**config.mk**
```make
export PLATFORM = sky130hd
export DESIGN_NAME = keypad_event_queue
export DESIGN_NICKNAME = d
export VERILOG_FILES = /design/src/rtl/keypad_event_queue_pkg.sv /design/src/rtl/keypad_event_queue_fifo.sv /design/src/rtl/keypad_event_queue.sv
export SDC_FILE = /design/constraint.sdc
export NUM_CORES = 1
export LEC_CHECK = 0
export CAP_MARGIN = 30
export CELL_PAD_IN_SITES_DETAIL_PLACEMENT = 0
export CELL_PAD_IN_SITES_GLOBAL_PLACEMENT = 1
export CORE_MARGIN = 2
export CORE_UTILIZATION = 25
export CTS_BUF_LIST = sky130_fd_sc_hd__clkbuf_16
export DETAILED_ROUTE_END_ITERATION = 6
export HOLD_SLACK_MARGIN = 0.12
export PLACE_DENSITY = 0.58
export SYNTH_ARGS = -nofsm -noshare
export SYNTH_HDL_FRONTEND = slang
export SYNTH_SLANG_ARGS = --single-unit
```
**constraint.sdc**
```tcl
create_clock -name clk -period 3 [get_ports clk]
set_input_delay 0.3 -clock clk [delete_from_list [all_inputs] [get_ports clk]]
set_output_delay 0.3 -clock clk [all_outputs]
set_load 0.1 [all_outputs]
```
**src/rtl/keypad_event_queue_pkg.sv**
```systemverilog
// Shared types and helpers for the keypad event queue: key vector and code
// types, plus a lowest-set-bit finder used by the grant logic.
package keypad_pkg;

  localparam int NUM_KEYS = 16;
  localparam int CODE_W   = $clog2(NUM_KEYS);

  typedef logic [NUM_KEYS-1:0] key_vec_t;
  typedef logic [CODE_W-1:0]   key_code_t;

  typedef struct packed {
    logic      found;
    key_code_t idx;
  } lowest_t;

  // Scan from the top so the last hit written is the lowest index.
  function automatic lowest_t lowest_index(key_vec_t v);
    lowest_t r;
    r.found = 1'b0;
    r.idx   = '0;
    for (int i = NUM_KEYS - 1; i >= 0; i--) begin
      if (v[i]) begin
        r.found = 1'b1;
        r.idx   = key_code_t'(i);
      end
    end
    return r;
  endfunction

endpackage

```
**src/rtl/keypad_event_queue_fifo.sv**
```systemverilog
// Small synchronous FIFO with registered storage and combinational head read.
// Head data reads as zero while the FIFO is empty.
module sync_fifo #(
  parameter  int DEPTH = 4,
  parameter  int WIDTH = 4,
  localparam int AW    = $clog2(DEPTH),
  localparam int CW    = AW + 1
) (
  input  logic             clk,
  input  logic             rst,
  input  logic             push_i,
  input  logic             pop_i,
  input  logic [WIDTH-1:0] wdata_i,
  output logic [WIDTH-1:0] rdata_o,
  output logic [CW-1:0]    count_o,
  output logic             full_o,
  output logic             empty_o
);

  logic [WIDTH-1:0] mem_q [DEPTH];
  logic [AW-1:0]    wr_ptr_q, rd_ptr_q;
  logic [CW-1:0]    count_q;
  logic             do_push, do_pop;

  assign empty_o = (count_q == '0);
  assign full_o  = (count_q == CW'(DEPTH));
  assign do_pop  = pop_i & ~empty_o;
  // A push into a full FIFO is only legal when the head leaves this cycle.
  assign do_push = push_i & (~full_o | do_pop);
  assign rdata_o = empty_o ? '0 : mem_q[rd_ptr_q];
  assign count_o = count_q;

  always_ff @(posedge clk or negedge rst) begin
    if (!rst) begin
      wr_ptr_q <= '0;
      rd_ptr_q <= '0;
      count_q  <= '0;
      for (int i = 0; i < DEPTH; i++) mem_q[i] <= '0;
    end else begin
      if (do_push) begin
        mem_q[wr_ptr_q] <= wdata_i;
        wr_ptr_q        <= wr_ptr_q + 1'b1;
      end
      if (do_pop) rd_ptr_q <= rd_ptr_q + 1'b1;
      case ({do_push, do_pop})
        2'b10:   count_q <= count_q + 1'b1;
        2'b01:   count_q <= count_q - 1'b1;
        default: count_q <= count_q;
      endcase
    end
  end

endmodule

```
**src/rtl/keypad_event_queue.sv**
```systemverilog
// Turns key press edges into queued 4-bit key codes with a valid/ready output,
// a pending mask for back-pressure, and a sticky lost-press flag.
module keypad_event_queue
  import keypad_pkg::*;
#(
  parameter  int DEPTH = 4,
  localparam int CNT_W = $clog2(DEPTH) + 1
) (
  input  logic                clk,
  input  logic                rst,
  input  logic [NUM_KEYS-1:0] keys,
  output logic [CODE_W-1:0]   code_data,
  output logic                code_valid,
  input  logic                code_ready,
  output logic [CNT_W-1:0]    count,
  output logic                overflow,
  input  logic                clr_ovf
);

  key_vec_t keys_q, pending_q, pending_d;
  key_vec_t rise, grant;
  logic     overflow_q, overflow_d;
  logic     full, empty, pop, push;
  lowest_t  lo;

  always_comb begin
    rise  = keys & ~keys_q;
    pop   = code_valid & code_ready;
    lo    = lowest_index(pending_q);
    push  = lo.found & (~full | pop);
    grant = '0;
    if (push) grant[lo.idx] = 1'b1;
    pending_d = (pending_q & ~grant) | rise;
    // A key granted this cycle frees its slot, so re-pressing it is not a loss.
    overflow_d = (|(rise & pending_q & ~grant)) | (overflow_q & ~clr_ovf);
  end

  always_ff @(posedge clk or negedge rst) begin
    if (!rst) begin
      keys_q     <= '1;
      pending_q  <= '0;
      overflow_q <= 1'b0;
    end else begin
      keys_q     <= keys;
      pending_q  <= pending_d;
      overflow_q <= overflow_d;
    end
  end

  sync_fifo #(.DEPTH(DEPTH), .WIDTH(CODE_W)) u_fifo (
    .clk     (clk),
    .rst     (rst),
    .push_i  (push),
    .pop_i   (pop),
    .wdata_i (lo.idx),
    .rdata_o (code_data),
    .count_o (count),
    .full_o  (full),
    .empty_o (empty)
  );

  assign code_valid = ~empty;
  assign overflow   = overflow_q;

endmodule

```
=== Word level (Yosys, flattened, before mapping) ===
Index checks and enable logic that the tools add are counted.

* Bits of input ports: 20
* Output and inout bits: 9
* Word-level logic and storage cells: 74
* Register bits: 56

* Eq/ne operators: 3
* Mux-type cells: 27
* Reduce and logical (&&, ||, !) cells: 5
* Magnitude comparators: 5
* $add $sub $neg: 4
* Bitwise gates (word level): 20

{| class="wikitable"
|+ Operators by type and width
! cell !! count
|-
| 5-bit 2-to-1 mux || 16
|-
| 16-bit AND || 4
|-
| 16-bit NOT || 2
|-
| 16-bit bitwise mux || 1
|-
| 16-bit 2-to-1 mux || 1
|-
| 4-bit 2-to-1 mux || 4
|-
| 16-bit bitwise OR || 1
|-
| 16-bit OR reduction || 1
|-
| 4-bit binary-select mux with 2-bit select || 1
|-
| 4-bit demux with 2-bit select || 1
|-
| 3-bit greater-or-equal comparator (second input constant) || 2
|-
| 2-bit NOT with 3-bit output || 2
|-
| 3-bit one-hot mux with 2 select lines || 1
|-
| 1-bit AND || 5
|-
| 4-bit by 5-bit less-than comparator with 1-bit output (second input constant) || 1
|-
| 2-bit by 1-bit adder with 2-bit output (second input constant) || 2
|-
| 1-bit demux with 4-bit select || 1
|-
| 4-bit by 1-bit greater-or-equal comparator with 1-bit output (second input constant) || 1
|-
| 3-bit by 1-bit adder with 3-bit output (second input constant) || 1
|-
| 3-bit equality test (second input constant) || 1
|-
| 3-bit zero test || 1
|-
| 3-bit by 1-bit less-than comparator with 1-bit output (second input constant) || 1
|-
| 1-bit NOT || 3
|-
| 1-bit bitwise OR || 3
|-
| other kinds (6) || 7
|}

=== Logic depth before layout (Yosys ltp) ===
* Depth in word-level cells: 25
* Mapped depth: 11
* Depth with buffers taken out: 11

=== Hierarchy ===
Synthesis repeated with hierarchy kept, for this count alone.

* Cell total of the unflattened synthesis: 247
* Area total of the unflattened synthesis: 2776.4 µm²

{| class="wikitable"
|+ By module, submodules not included
! module !! instances !! sequential area each (µm²) !! area each (µm²) !! cells each
|-
| keypad_event_queue || 1 || 845.8 || 1632.8 || 164
|-
| sync_fifo || 1 || 575.6 || 1143.6 || 83
|}

=== Least setup slack after synthesis ===
Ideal clock, no wire load.

* Kind: register to register
* Start point: reg u_fifo.count_q[0], in the netlist u_fifo.count_o[0]
* End point: reg u_fifo.count_q[2], in the netlist u_fifo.count_o[2]
* Period minus slack after synthesis: 3.192 ns
* Data arrival time: 3.029 ns
* Path slack: -0.192 ns
* Required time: 2.837 ns
* Setup time: 0.163 ns
* Buffers on the path: 0
* Stages on the path, launching flop included: 9
* Cell sequence: dfrtp_1 -> or3_1 -> and2_1 -> ha_1 -> inv_1 -> fa_1 -> xor2_1 -> nor2_1 -> xor2_1

* Longest elaborated chain between the ends: 8
* Elaborated cells on any way between the ends: 16
* Classes of those cells: 2 x add/sub; 3 x eq/ne; 1 x mux; 8 x bitwise; 2 x reduce/logical

{| class="wikitable"
|+ RTL lines
! what !! line !! source
|-
| start, declared || keypad_event_queue_fifo.sv:22 || <nowiki>logic [CW-1:0] count_q;</nowiki>
|-
| start signal, assigned || keypad_event_queue_fifo.sv:46 || <nowiki>2'b10: count_q <= count_q + 1'b1;</nowiki>
|-
| start signal, assigned || keypad_event_queue_fifo.sv:47 || <nowiki>2'b01: count_q <= count_q - 1'b1;</nowiki>
|-
| start signal, assigned || keypad_event_queue_fifo.sv:48 || <nowiki>default: count_q <= count_q;</nowiki>
|-
| 3-bit zero test * || keypad_event_queue_fifo.sv:25 || <nowiki>assign empty_o = (count_q == '0);</nowiki>
|-
| 1-bit NOT * || keypad_event_queue.sv:62 || <nowiki>assign code_valid = ~empty;</nowiki>
|-
| net code_valid || keypad_event_queue.sv:13 || <nowiki>output logic code_valid,</nowiki>
|-
| 1-bit AND || keypad_event_queue.sv:28 || <nowiki>pop = code_valid & code_ready;</nowiki>
|-
| 1-bit AND * || keypad_event_queue_fifo.sv:27 || <nowiki>assign do_pop = pop_i & ~empty_o;</nowiki>
|-
| net u_fifo.do_pop || keypad_event_queue_fifo.sv:23 || <nowiki>logic do_push, do_pop;</nowiki>
|-
| 1-bit bitwise OR || keypad_event_queue_fifo.sv:29 || <nowiki>assign do_push = push_i & (~full_o | do_pop);</nowiki>
|-
| 1-bit AND || keypad_event_queue_fifo.sv:29 ||
|-
| 2-bit by 1-bit equality test with 1-bit output or 2-bit equality test (tied branches) || keypad_event_queue_fifo.sv:45 || <nowiki>case ({do_push, do_pop})</nowiki>
|-
| 3-bit one-hot mux with 2 select lines or 2-bit nonzero test (tied branches) || -- ||
|}

Mark *: on every way through the listed nets, which the timed path passes. The rest lies on a longest branch.
A chain may end at the register's enable or synchronous reset.

=== Final worst setup path ===
* Start point: reg pending_q[9]
* End point: reg overflow_q, in the netlist overflow

* Longest elaborated chain between the ends: 19
* Elaborated cells on any way between the ends: 22
* Classes of those cells: 2 x order compare; 13 x mux; 5 x bitwise; 2 x reduce/logical

{| class="wikitable"
|+ RTL lines
! what !! line !! source
|-
| start, declared || keypad_event_queue.sv:20 || <nowiki>key_vec_t keys_q, pending_q, pending_d;</nowiki>
|-
| start signal, assigned || keypad_event_queue.sv:45 || <nowiki>pending_q <= pending_d;</nowiki>
|-
| 5-bit 2-to-1 mux (10 in a row) || keypad_event_queue_pkg.sv:22 || <nowiki>if (v[i]) begin</nowiki>
|-
| 4-bit by 5-bit less-than comparator with 1-bit output (not written as such) or 4-bit by 1-bit greater-or-equal comparator with 1-bit output (tied branches) || keypad_event_queue.sv:32 || <nowiki>if (push) grant[lo.idx] = 1'b1;</nowiki>
|-
| 1-bit logical AND (not written as such) || keypad_event_queue.sv:32 ||
|-
| 1-bit 2-to-1 mux (not written as such) || keypad_event_queue.sv:32 ||
|-
| 1-bit demux with 4-bit select || keypad_event_queue.sv:32 ||
|-
| 16-bit 2-to-1 mux || keypad_event_queue.sv:32 ||
|-
| 16-bit NOT || keypad_event_queue.sv:35 || <nowiki>overflow_d = (|(rise & pending_q & ~grant)) | (overflow_q & ~clr_ovf);</nowiki>
|-
| 16-bit AND * || keypad_event_queue.sv:35 ||
|-
| 16-bit OR reduction * || keypad_event_queue.sv:35 ||
|-
| 1-bit bitwise OR * || keypad_event_queue.sv:35 ||
|-
| net overflow_d || keypad_event_queue.sv:22 || <nowiki>logic overflow_q, overflow_d;</nowiki>
|-
| end signal, assigned || keypad_event_queue.sv:46 || <nowiki>overflow_q <= overflow_d;</nowiki>
|-
| end, declared || keypad_event_queue.sv:22 ||
|}

Marked as above.

==> impl_table.tex <==
\begin{tabular}{lr}
\hline
Metric & Value \\
\hline
\multicolumn{2}{l}{\textbf{Detailed routing}} \\
Via count normalized by instance count & 4.632 \\
Wire length per cell after detailed routing & 14.59 um \\
First-iteration detailed-routing DRC count & 41 \\
Number of design rule violations left after detail routing & 0 \\
Vias & 1950 \\
Residual antenna-violating net count after detailed routing & 0 \\
Total length of routed wires & 6144 um \\
Number of optimization iterations in the first detailed-route pass & 4 \\
\multicolumn{2}{l}{\textbf{Synth}} \\
Distinct cell type count of the synthesized netlist & 49 \\
Post-Syn Area & 0.002686 mm2 \\
Post-synthesis register bit count & 56 \\
Share of flip-flops with an asynchronous set or reset after synthesis & 100.0\% \\
Adder-cell area share of the yosys netlist & 3.074\% \\
Multiplexer fraction of the synthesized cell area & 7.080\% \\
Post-synthesis area per instance & 10.88 um2 \\
Top-area cell type share of the netlist area & 37.26\% \\
Post-synth net total & 273 \\
Commonest register cell after synthesis & sky130\_fd\_sc\_hd\_\_dfrtp\_1 \\
Compound-cell area share of the yosys netlist & 13.13\% \\
Post-synthesis simple-gate area fraction & 18.91\% \\
Number of warning messages in the yosys log & 0 \\
Biggest area consumer among synthesized cells & sky130\_fd\_sc\_hd\_\_dfrtp\_1 \\
Top cells by area in the synthesized netlist & sky130\_fd\_sc\_hd\_\_dfrtp\_1, sky130\_fd\_sc\_hd\_\_dfstp\_2, sky130\_fd\_sc\_hd\_\_o21ai\_0, sky130\_fd\_sc\_hd\_\_nand2\_1, sky130\_fd\_sc\_hd\_\_mux2\_2 \\
Sequential element share of the synthesized area & 52.91\% \\
Cell count after synthesis & 247 \\
Post-synthesis share of cell area spent on xor and xnor gates & 1.956\% \\
Combinational family with the most area after synthesis & simple AND/OR/NAND/NOR gates \\
Post-synth EDFFs & 0 \\
\multicolumn{2}{l}{\textbf{Clocking}} \\
Clock Root Buffer & sky130\_fd\_sc\_hd\_\_clkbuf\_16 \\
Num CTS Buffers & 5 \\
Clock latency of the later-clocked register in the worst-skew pair & 0.29 ns \\
CTS Sinks & 56 \\
Post-CTS resize count & 0 \\
TritonCTS clock tree & yes \\
Hold Buf Count CTS & 1 \\
H-tree depth & 2 \\
Buffers inserted during post-CTS setup optimization & 0 \\
Maximum buffer depth of the clock tree & 2 \\
Clock-pin slew on the worst setup and hold paths & 0.07 ns \\
\multicolumn{2}{l}{\textbf{Finish}} \\
Antenna fix cells & 0 \\
Post-synthesis to final-layout area growth & 21.70\% \\
Share of final-layout standard cells stronger than drive strength 1 & 19.65\% \\
Total Nets Final & 310 \\
Top library cells by usage in the layout, fill and taps aside & sky130\_fd\_sc\_hd\_\_dfrtp\_1, sky130\_fd\_sc\_hd\_\_nand2\_1, sky130\_fd\_sc\_hd\_\_o21ai\_0, sky130\_fd\_sc\_hd\_\_inv\_1, sky130\_fd\_sc\_hd\_\_clkdlybuf4s50\_1 \\
Total non-filler cell area in the finished layout & 0.003269 mm2 \\
Commonest non-fill, non-tap cell in the layout & sky130\_fd\_sc\_hd\_\_dfrtp\_1 \\
Count of fill cells added during filler insertion & 1108 \\
\multicolumn{2}{l}{\textbf{Worst setup path}} \\
Number of buffers and inverters on the critical path & 0 \\
Crit path largest cell delay & 0.60 ns \\
CP cell instances & nor2\_1 -> o311a\_1 -> a21oi\_1 -> nand3\_1 -> a32oi\_1 -> o31ai\_1 -> or3\_1 \\
Max Fanout on Critical Path & 9 \\
Worst-path cell with the longest stage delay & sky130\_fd\_sc\_hd\_\_a21oi\_1 \\
Element type at the critical path start & flop \\
Kind of cell adding the most delay to the critical path & compound AO/OA/AOI/OAI gates \\
Worst path required time & 3.17 ns \\
Critical path start-end classification & flop to flop \\
Data arrival, critical path & 2.74 ns \\
Setup crit end kind & flop \\
\multicolumn{2}{l}{\textbf{Timing}} \\
Portion of the clock cycle consumed by the worst path in the final layout & 85.63\% \\
\# setup viols final & 0 \\
Hold violation total from the final report & 0 \\
Slew Limit Headroom & 39.61\% \\
Max Fclk & 389.3 MHz \\
Unrepaired setup endpoints after global routing & false \\
Worst clock skew & 0.002401 ns \\
Tightest Pin Transition & 0.8933 ns \\
Setup TNS & 0 ns \\
Post-route minimum period & 2.569 ns \\
Final number of max-transition violations & 0 \\
\multicolumn{2}{l}{\textbf{Power}} \\
Peak ir drop on the vdd network & 0.7552 mV \\
Pwr Density & 870.4 mW/mm2 \\
Leakage power of the design & 0.001368 uW \\
\multicolumn{2}{l}{\textbf{Run status}} \\
Result of the run & finished clean \\
\multicolumn{2}{l}{\textbf{Floorplanning}} \\
Number of primary I/O pins & 29 \\
Floorplan die width & 107.7 um \\
Initial core utilization & 25.90\% \\
Area of the die & 0.01159 mm2 \\
Row cnt & 37 \\
Die height & 107.7 um \\
Core area & 0.01037 mm2 \\
\multicolumn{2}{l}{\textbf{Placed design}} \\
Final weighted congestion in routability-driven placement & 0.7735 \\
Half-perimeter wire length of the detailed placement result & 4751 um \\
Post-DP Area & 0.003122 mm2 \\
IO Port Bufs & 28 \\
\multicolumn{2}{l}{\textbf{Global routing}} \\
Overall global routing resource usage & 11.52\% \\
Largest net degree at the start of global routing & 32 \\
Global-route wire length before repair & 10400 um \\
Total congestion overflow after global routing & 0 \\
Via count of the first global-routing pass & 2055 \\
Number of antenna violations at the first check in global routing & 0 \\
\multicolumn{2}{l}{\textbf{Worst hold path}} \\
Class of the worst hold path & input pin to flop \\
\multicolumn{2}{l}{\textbf{Job}} \\
Max-Cap Viols & 0 \\
\hline
\end{tabular}
[power breakdown]
part           switching [uW]  total, uW  internal, uW
registers                 165       1090           923
clock network             254        556           303
logic                     813       1200           388
total                    1230       2850          1610
[final timing paths]
kind,startpoint,endpoint,slack (ns),depth (start not counted)
min in group asynchronous,rst,u_fifo.mem_q[12]$_DFFE_PN0P_,0.54,2
max reg2reg,pending_q[9]$_DFF_PN0_,overflow$_DFF_PN0_,0.43,7
max,pending_q[9]$_DFF_PN0_,overflow$_DFF_PN0_,0.43,7
max in group asynchronous,rst,keys_q[13]$_DFF_PN1_,1.61,3
min,keys[5],keys_q[5]$_DFF_PN1_,0.44,1
min reg2reg,u_fifo.mem_q[5]$_DFFE_PN0P_,u_fifo.mem_q[5]$_DFFE_PN0P_,0.48,2
[layout make-up]
class / instances / area, um2 / share of cell area [%]
Sequential cell: 56 / 1421 / 43.47
Multi-Input combinational cell: 170 / 1187 / 36.32
Timing Repair Buffer: 31 / 277.8 / 8.496
Tap cell: 136 / 170.2 / 5.205
Clock buffer: 5 / 125.1 / 3.827
Inverter: 20 / 75.07 / 2.296
Clock inverter: 3 / 12.51 / 0.3827
[stage by stage]
stage,cells,power [uW],hold WS (ns),setup WS (ns),util (%)
finish,421,2846,0.4351,0.4310,31.53
global route,421,3035,0.4346,0.1362,31.53
CTS,421,2889,0.4342,0.3541,31.53
detailed placement,412,2317,0.3342,0.1451,30.10
global placement,412,2302,0.3287,0.2523,30.10
floorplan,247,1996,0.004409,0.09388,-
[Yosys cell counts (2+ instances only)]
cell type                   n
sky130_fd_sc_hd__a211o_1    2
sky130_fd_sc_hd__a21oi_1    5
sky130_fd_sc_hd__and2_1     6
sky130_fd_sc_hd__dfrtp_1   40
sky130_fd_sc_hd__dfstp_2   16
sky130_fd_sc_hd__ha_1       5
sky130_fd_sc_hd__inv_1     20
sky130_fd_sc_hd__mux2_2     8
sky130_fd_sc_hd__mux4_2     4
sky130_fd_sc_hd__nand2_1   30
sky130_fd_sc_hd__nand2b_1   7
sky130_fd_sc_hd__nand3_1    3
sky130_fd_sc_hd__nand3b_1   7
sky130_fd_sc_hd__nor2_1    13
sky130_fd_sc_hd__nor2b_1    2
sky130_fd_sc_hd__nor3_1     2
sky130_fd_sc_hd__nor4_2     2
sky130_fd_sc_hd__o21ai_0   29
sky130_fd_sc_hd__o22ai_1    2
sky130_fd_sc_hd__o311a_1    2
sky130_fd_sc_hd__o31ai_1    4
sky130_fd_sc_hd__or3_1      5
sky130_fd_sc_hd__or3_4      2
sky130_fd_sc_hd__or4_1      2
sky130_fd_sc_hd__xnor2_1    3
sky130_fd_sc_hd__xor2_1     3
[per-layer routing]
layer / global-route usage (%) / wire [um] / vias to the layer above
met5: 0 / 0 / -
met4: 3.022 / 57 / 0
met3: 2.542 / 227 / 7
met2: 18.55 / 2947 / 40
met1: 15.64 / 2912 / 953
li1: - / - / 950
[flip-flops by register name (all words and copies together) (netlist names)]
| signal | flops |
|---|---|
| keys_q | 16 |
| overflow | 1 |
| pending_q | 16 |
| u_fifo.count_o | 3 |
| u_fifo.mem_q | 16 |
| u_fifo.rd_ptr_q | 2 |
| u_fifo.wr_ptr_q | 2 |
[cell families (layout without fill, tap and decap cells)]
kind of cell,count (synthesis),after routing
XOR/XNOR,6,6
multiplexers,13,13
adder cells (fa/ha/maj),6,6
AND/OR/NAND/NOR,90,90
buffers and inverters,21,59
AO/OA/AOI/OAI,55,55
flip-flops,56,56
(Power assumes the default switching activity.)
